`config.mk`:
```
export PLATFORM = sky130hd
export DESIGN_NAME = control_movimiento
export DESIGN_NICKNAME = d
export VERILOG_FILES = /design/src/rtl/control_movimiento_pkg.sv /design/src/rtl/control_movimiento_antirrebote.sv /design/src/rtl/control_movimiento.sv
export SDC_FILE = /design/constraint.sdc
export NUM_CORES = 1
export LEC_CHECK = 0
export BUFFER_PORTS_ARGS = -buffer_cell sky130_fd_sc_hd__buf_2
export CAP_MARGIN = 10
export CELL_PAD_IN_SITES_DETAIL_PLACEMENT = 1
export CELL_PAD_IN_SITES_GLOBAL_PLACEMENT = 2
export CORE_ASPECT_RATIO = 0.7
export CORE_UTILIZATION = 41
export DETAILED_ROUTE_END_ITERATION = 7
export GPL_TIMING_DRIVEN = 0
export PLACE_DENSITY_LB_ADDON = 0.1
export SETUP_SLACK_MARGIN = 0.4
export SLEW_MARGIN = 5
export SYNTH_ARGS = -nofsm -noshare
export SYNTH_HDL_FRONTEND = slang
export SYNTH_HIERARCHICAL = 1
export SYNTH_SLANG_ARGS = --single-unit
```
`constraint.sdc`:
```
create_clock -name clk -period 2.7 [get_ports clk]
set_clock_uncertainty 0.1 [all_clocks]
set_input_delay 0.81 -clock clk [delete_from_list [all_inputs] [get_ports clk]]
set_output_delay 0.81 -clock clk [all_outputs]
set_load 0.005 [all_outputs]
```
`src/rtl/control_movimiento_pkg.sv`:
```
// Shared encodings for the movement controller: FSM states and direction codes,
// plus the left/right arbitration rule used wherever both buttons are resolved.
package control_movimiento_pkg;

  typedef enum logic [1:0] {
    IDLE    = 2'b00,
    PRIMERO = 2'b01,
    ESPERA  = 2'b10,
    REPITE  = 2'b11
  } estado_t;

  typedef enum logic [1:0] {
    DIR_NONE  = 2'b00,
    DIR_RIGHT = 2'b01,
    DIR_LEFT  = 2'b10
  } dir_t;

  // A single pressed button selects its direction; none or both means no move.
  function automatic dir_t arbitrar(input logic i_der, input logic i_izq);
    dir_t w_dir;
    if (i_der && !i_izq) begin
      w_dir = DIR_RIGHT;
    end else if (i_izq && !i_der) begin
      w_dir = DIR_LEFT;
    end else begin
      w_dir = DIR_NONE;
    end
    return w_dir;
  endfunction

endpackage

```
`src/rtl/control_movimiento_antirrebote.sv`:
```
// Button conditioner: two-flop synchronizer followed by a debounce counter.
// The debounced level only changes after DEB_CYCLES consecutive cycles of a
// synchronized level that differs from it.
module antirrebote #(
  parameter int unsigned DEB_CYCLES = 500000,
  parameter int unsigned CNT_W      = 24
) (
  input  logic i_clk,
  input  logic i_rst_n,
  input  logic i_btn,
  output logic o_nivel
);

  localparam logic [CNT_W-1:0] DEB_LAST = CNT_W'(DEB_CYCLES - 1);

  logic             r_sync1;
  logic             r_sync2;
  logic             r_nivel;
  logic [CNT_W-1:0] r_cnt;

  // Bring the asynchronous button into the clock domain.
  always_ff @(posedge i_clk or negedge i_rst_n) begin
    if (!i_rst_n) begin
      r_sync1 <= 1'b0;
      r_sync2 <= 1'b0;
    end else begin
      r_sync1 <= i_btn;
      r_sync2 <= r_sync1;
    end
  end

  // Count consecutive mismatch cycles; flip the level once the run is long enough.
  always_ff @(posedge i_clk or negedge i_rst_n) begin
    if (!i_rst_n) begin
      r_nivel <= 1'b0;
      r_cnt   <= '0;
    end else if (r_sync2 == r_nivel) begin
      r_cnt <= '0;
    end else if (r_cnt == DEB_LAST) begin
      r_nivel <= ~r_nivel;
      r_cnt   <= '0;
    end else begin
      r_cnt <= r_cnt + CNT_W'(1);
    end
  end

  assign o_nivel = r_nivel;

endmodule

```
`src/rtl/control_movimiento.sv`:
```
// Movement controller: debounces the left/right buttons, arbitrates a single
// direction and runs a hold-to-repeat FSM that emits one-cycle der/izq strobes,
// suppressed when the position block reports no room on that side.
module control_movimiento
  import control_movimiento_pkg::*;
#(
  parameter int unsigned DEB_CYCLES = 500000,
  parameter int unsigned REP_DELAY  = 12500000,
  parameter int unsigned REP_PERIOD = 2500000,
  parameter int unsigned CNT_W      = 24
) (
  input  logic       clk,
  input  logic       reset,
  input  logic       btnDer,
  input  logic       btnIzq,
  input  logic       espacioAr,
  input  logic       espacioAb,
  output logic       der,
  output logic       izq,
  output logic [1:0] dirActiva
);

  localparam logic [CNT_W-1:0] REP_DELAY_M1  = CNT_W'(REP_DELAY - 1);
  localparam logic [CNT_W-1:0] REP_PERIOD_M1 = CNT_W'(REP_PERIOD - 1);

  logic             w_nivel_der;
  logic             w_nivel_izq;
  dir_t             w_dir;
  logic             w_strobe_der;
  logic             w_strobe_izq;

  estado_t          r_estado;
  dir_t             r_dir_lat;
  dir_t             r_dir_act;
  logic [CNT_W-1:0] r_rep;
  logic             r_der;
  logic             r_izq;

  antirrebote #(
    .DEB_CYCLES(DEB_CYCLES),
    .CNT_W     (CNT_W)
  ) u_antirrebote_der (
    .i_clk  (clk),
    .i_rst_n(reset),
    .i_btn  (btnDer),
    .o_nivel(w_nivel_der)
  );

  antirrebote #(
    .DEB_CYCLES(DEB_CYCLES),
    .CNT_W     (CNT_W)
  ) u_antirrebote_izq (
    .i_clk  (clk),
    .i_rst_n(reset),
    .i_btn  (btnIzq),
    .o_nivel(w_nivel_izq)
  );

  assign w_dir = arbitrar(w_nivel_der, w_nivel_izq);

  // Strobe values for the latched direction, gated by the field-edge flags.
  assign w_strobe_der = (r_dir_lat == DIR_RIGHT) && espacioAr;
  assign w_strobe_izq = (r_dir_lat == DIR_LEFT) && espacioAb;

  // Hold-to-repeat FSM with registered strobes and direction indicator.
  // A suppressed strobe still reloads the timer, so cadence never slips.
  always_ff @(posedge clk or negedge reset) begin
    if (!reset) begin
      r_estado  <= IDLE;
      r_dir_lat <= DIR_NONE;
      r_dir_act <= DIR_NONE;
      r_rep     <= '0;
      r_der     <= 1'b0;
      r_izq     <= 1'b0;
    end else begin
      r_der <= 1'b0;
      r_izq <= 1'b0;
      case (r_estado)
        IDLE: begin
          r_rep     <= '0;
          r_dir_act <= DIR_NONE;
          if (w_dir != DIR_NONE) begin
            r_estado  <= PRIMERO;
            r_dir_lat <= w_dir;
          end
        end
        default: begin
          if (w_dir != r_dir_lat) begin
            r_estado  <= IDLE;
            r_rep     <= '0;
            r_dir_act <= DIR_NONE;
          end else begin
            r_dir_act <= r_dir_lat;
            if (r_estado == PRIMERO) begin
              r_der    <= w_strobe_der;
              r_izq    <= w_strobe_izq;
              r_rep    <= REP_DELAY_M1;
              r_estado <= ESPERA;
            end else if (r_rep == '0) begin
              r_der    <= w_strobe_der;
              r_izq    <= w_strobe_izq;
              r_rep    <= REP_PERIOD_M1;
              r_estado <= REPITE;
            end else begin
              r_rep <= r_rep - CNT_W'(1);
            end
          end
        end
      endcase
    end
  end

  assign der       = r_der;
  assign izq       = r_izq;
  assign dirActiva = r_dir_act;

endmodule

```
== After elaboration in Yosys (flattened, before gate mapping) ==
Cells that the tools add are included.
Operators by class
  shifts and indexed selects: 0
  reduce and logical (&&, ||, !) cells: 14
  mux-type cells: 25
  $add $sub $neg: 3
  eq/ne operators: 9
  multipliers: 0
  bitwise logic cells: 4
  magnitude comparators: 0
  div/mod/pow operators: 0
Operators with widths (number)
  24-bit two-way mux: 8
  24-bit by 1-bit adder with 24-bit output, second input constant: 2
  24-bit by 19-bit == test with 1-bit output, second input constant: 2
  24-bit zero test: 1
  24-bit by 1-bit subtractor with 24-bit output, second input constant: 1
  2-bit two-way mux: 9
  1-bit two-way mux: 8
  2-bit AND reduction: 4
  2-bit by 1-bit == test with 1-bit output, second input constant: 2
  1-bit logical AND: 4
  1-bit inverter: 4
  4-bit nonzero test: 1
  1-bit == test: 2
  2-bit == test, second input constant: 1
  1-bit zero test: 2
  2-bit zero test: 1
  2-bit != test: 1
  2-bit != test, second input constant: 1
  2-bit nonzero test: 1
Storage, ports and cells
  bits in latches: 0
  bits in registers: 86
  word-level logic and storage cells: 69
  output and inout port bits: 4
  memory bits (read-only): 0
  RAM bits: 0
  input bits: 6
  memories: 0

== Longest topological paths before layout ==
  word-level depth: 7
  gate-level depth with buffers: 8

== By module ==
The synthesis kept the hierarchy.
Modules (own cells, without submodules)
  control_movimiento: instances 1, cells each 157, area an instance 1647.8 sq um
  antirrebote (u_antirrebote_izq): instances 1, cells each 136, area an instance 1368.8 sq um
  antirrebote (u_antirrebote_der): instances 1, cells each 135, area an instance 1367.6 sq um

== Worst setup path before layout ==
Ideal clock, no wire load.
  path type: register to register
  start point: register r_rep[10]
  end point: register r_der, in the netlist der
  arrival: 1793 ps
  path slack: 740 ps
  cell stages (with the launch flop): 6
  clock period less this slack: 1960 ps
  data required time: 2533 ps
  setup time: 67 ps
  cells stage by stage: dfrtp_1 > or4_4 > nor4b_4 > nand3_2 > a21boi_1 > and4bb_2
Between the ends
  word-level cells in the longest chain between the ends: 5
RTL lines
  start, declared: line control_movimiento.sv:35  | logic [CNT_W-1:0] r_rep;
  start signal, assigned: line control_movimiento.sv:105  | r_rep <= r_rep - CNT_W'(1);
  24-bit zero test: line control_movimiento.sv:99  | end else if (r_rep == '0) begin
  1-bit two-way mux: line control_movimiento.sv:99
  1-bit two-way mux: line control_movimiento.sv:94  | if (r_estado == PRIMERO) begin
  1-bit two-way mux: line control_movimiento.sv:88  | if (w_dir != r_dir_lat) begin
  1-bit two-way mux: line control_movimiento.sv:78  | case (r_estado)
  end signal, assigned: line control_movimiento.sv:95  | r_der <= w_strobe_der;
  end signal, assigned: line control_movimiento.sv:100  | r_der <= w_strobe_der;
  end, declared: line control_movimiento.sv:36  | logic r_der;
No other way between the ends.
A chain may end at the register's enable or synchronous reset.

== Worst setup path after layout ==
  start point: register r_rep[10]
  end point: register r_rep[0]
Between the ends
  word-level cells in the longest chain between the ends: 5
RTL lines (line)
  24-bit zero test: control_movimiento.sv:99
  24-bit two-way mux: control_movimiento.sv:99
  24-bit two-way mux: control_movimiento.sv:94
  24-bit two-way mux: control_movimiento.sv:88
  24-bit two-way mux: control_movimiento.sv:78
No other way between the ends.

==> results.txt <==
total CTS buffers: 9
maximum root-to-sink buffer count: 2
peak supply drop: 0.291 mV
area added between synthesis and finish: 12.9%
CP arrival: 2.32 ns
type of the worst min-delay path: reg2reg
vias in the first global route: 3367
Most used DFF post-synth: sky130_fd_sc_hd__dfrtp_1
total leakage power: 2.27 nW
proportion of layout cells with a drive suffix above 1: 12.0%
headroom to the max-slew limit: 64.2%
cell taking the most area after synthesis: sky130_fd_sc_hd__dfrtp_1
root buffer cell: sky130_fd_sc_hd__clkbuf_16
total congestion overflow after global routing: 0
final period demand of the worst path: 2.16 ns
setup TNS: 0 ns
total power draw: 2.53 mW
final-layout fill cell count: 1146
average wire length per cell after detail routing: 17.7 um
total via count after detailed routing: 3342
post-synthesis area per instance: 10.2 um2
final worst-path cycle share: 80.0%
setup ws final: 0.540 ns
number of port buffers: 9
overall routing resource usage: 21.1%
worst hold path cell count: 0
Worst-Margin Slew: 0.532 ns
most common cell after layout, fill and taps aside: sky130_fd_sc_hd__dfrtp_1
fraction of post-synthesis cell area in the top cell type by area: 49.1%
power per standard cell area: 512 nW/um2
remaining routing DRC violations: 0
Highest Clock Rate: 0.463 GHz
slowest CP cell: sky130_fd_sc_hd__or4_4
share of synthesized area occupied by flip-flops and latches: 49.1%
share of synthesized registers carrying an async set or reset: 100%
number of clock sinks seen by CTS: 86
EDFF count, synth: 0
maximum number of pins on one net before global-route repair: 54
pins over their slew limit: 0
final standard cell area without fillers: 4950 um2
final RePlAce weighted congestion: 0.770
total instance count after detailed placement: 570
initial DRC count: 125
setup slack at placement: 0.482 ns
CTS tree: built
Register-to-Register Path Depth: 6
DIE AREA: 11100 um2
count of final hold-check violations: 0
type of the worst setup path: reg2reg
estimated wirelength of the detail-placed design: 7450 um
vias per cell: 5.67
top-level port count: 10
yosys warns: 6
net count after synthesis: 440
commonest cells after routing, fill and taps aside: sky130_fd_sc_hd__dfrtp_1, sky130_fd_sc_hd__nor2_1, sky130_fd_sc_hd__a21oi_1
Die Width: 126 um
RSZ-0062 raised after global routing: false
Antenna Nets Post-Route: 0
utilization of the core after routing: 47.8%
first-pass GRT wire length: 17900 um
count of mapped cells out of synthesis: 428
Setup-failing EPs final: 0
cells along the critical path: or4_4 > nor4b_4 > nand3_4 > a21boi_1 > buf_6 > a21oi_1
starting utilization of the core area: 42.3%
cell area reported after detailed placement: 4620 um2
CP peak stage delay: 0.59 ns
Post-Route Hold Slack: 0.253 ns
number of maximum-capacitance constraint violations: 0
routed wire length: 10400 um
kind of launch point of the worst setup path: register
level count of the clock H-tree: 3
later-pin clock latency in the skew report: 0.34 ns
height of the die: 88.5 um
type of destination of the critical path: register
antenna violations before repair: 0
result of the run: finished clean
Seq cells post-synth: 86
TritonRoute pass-1 iters: 4
number of hold-repair buffers added at the cts stage: 0
Floorplan Core Area: 10400 um2
diode insertion count for antenna repair: 0
Post-Layout Cell Count: 589
synthesized area: 4380 um2
number of nets in the layout: 465
Max Fanout on Critical Path: 10
leading post-synthesis cells by cell area: sky130_fd_sc_hd__dfrtp_1, sky130_fd_sc_hd__xor2_1, sky130_fd_sc_hd__a21oi_1
required time of the critical path: 2.86 ns
clock-pin slew on the worst setup and hold paths: 0.06 ns
post-synth cell types: 42
standard-cell row count: 31
critical path: cells and delay by family, from the launching register on:
kind,cells,cell delay [ns]
flops,1,0.41
compound gates,2,0.33
simple gates,3,1.08
buf+inv,1,0.16
where the power goes:
part | total (mW) | switching, mW | leakage [nW] | internal, mW
clock network | 1.16 | 0.488 | 0.133 | 0.669
registers | 1.31 | 0.00974 | 1.19 | 1.30
logic | 0.0688 | 0.0502 | 0.952 | 0.0186
layout make-up:
| type | instances | area [um2] | area share [%] |
|---|---|---|---|
| Tap cell | 132 | 165 | 3.34 |
| Timing Repair Buffer | 14 | 105 | 2.12 |
| Clock buffer | 14 | 264 | 5.33 |
| Clock inverter | 1 | 5.00 | 0.101 |
| Multi-Input combinational cell | 317 | 2150 | 43.4 |
| Inverter | 12 | 45.0 | 0.910 |
| Buffer | 13 | 66.3 | 1.34 |
| Sequential cell | 86 | 2150 | 43.5 |
synthesized netlist by cell type, types with 6 or more instances:
cell / count
sky130_fd_sc_hd__a21oi_1: 34
sky130_fd_sc_hd__and4_1: 8
sky130_fd_sc_hd__buf_2: 8
sky130_fd_sc_hd__dfrtp_1: 86
sky130_fd_sc_hd__ha_1: 6
sky130_fd_sc_hd__inv_1: 12
sky130_fd_sc_hd__nand2_1: 22
sky130_fd_sc_hd__nand3_1: 17
sky130_fd_sc_hd__nand4_1: 24
sky130_fd_sc_hd__nor2_1: 44
sky130_fd_sc_hd__nor3_1: 12
sky130_fd_sc_hd__nor4_1: 9
sky130_fd_sc_hd__o21ai_0: 14
sky130_fd_sc_hd__o31ai_1: 10
sky130_fd_sc_hd__or3_1: 15
sky130_fd_sc_hd__or4_1: 9
sky130_fd_sc_hd__xnor2_1: 18
sky130_fd_sc_hd__xor2_1: 27
layer usage:
metal,GRT usage (%),part of all wire [%],vias to the layer above
met1,30.9,52,1680
met3,4.72,2.6,10
met5,0,0,-
li1,-,-,1624
met4,6.32,1.2,0
met2,31.4,44,28
registers in the layout, summed over array words and instances, names as in the netlist, 2 cells and up:
| name | cells |
|---|---|
| r_dir_lat | 2 |
| r_estado | 2 |
| u_antirrebote_der/r_cnt | 24 |
| r_rep | 24 |
| u_antirrebote_izq/r_cnt | 24 |
| dirActiva | 2 |
path summary, 6_finish.rpt:
| path | start | endpoint | slack [ns] |
|---|---|---|---|
| min reg2reg | u_antirrebote_izq/r_sync1 | u_antirrebote_izq/r_sync2 | 0.25 |
| min in group asynchronous | reset | r_rep[21] | 0.32 |
| max | r_rep[10] | r_rep[0] | 0.54 |
| min | u_antirrebote_izq/r_sync1 | u_antirrebote_izq/r_sync2 | 0.25 |
| max reg2reg | r_rep[10] | r_rep[0] | 0.54 |
| max in group asynchronous | reset | r_rep[8] | 1.53 |
kinds of logic after synthesis:
| logic type | after synthesis | synth area share [%] |
|---|---|---|
| simple gates | 193 | 27.4 |
| flops | 86 | 49.1 |
| fa+ha+maj | 6 | 1.71 |
| buf+inv | 25 | 2.54 |
| xor+xnor | 45 | 8.99 |
| mux | 4 | 1.03 |
| compound gates | 69 | 9.25 |
timing repair:
item	in CTS	in global routing
hold endpoints to repair	0	0
buffers inserted	0	4
setup endpoints to repair	0	53
resized for setup	0	5
Power figures use the tool's default switching activity.
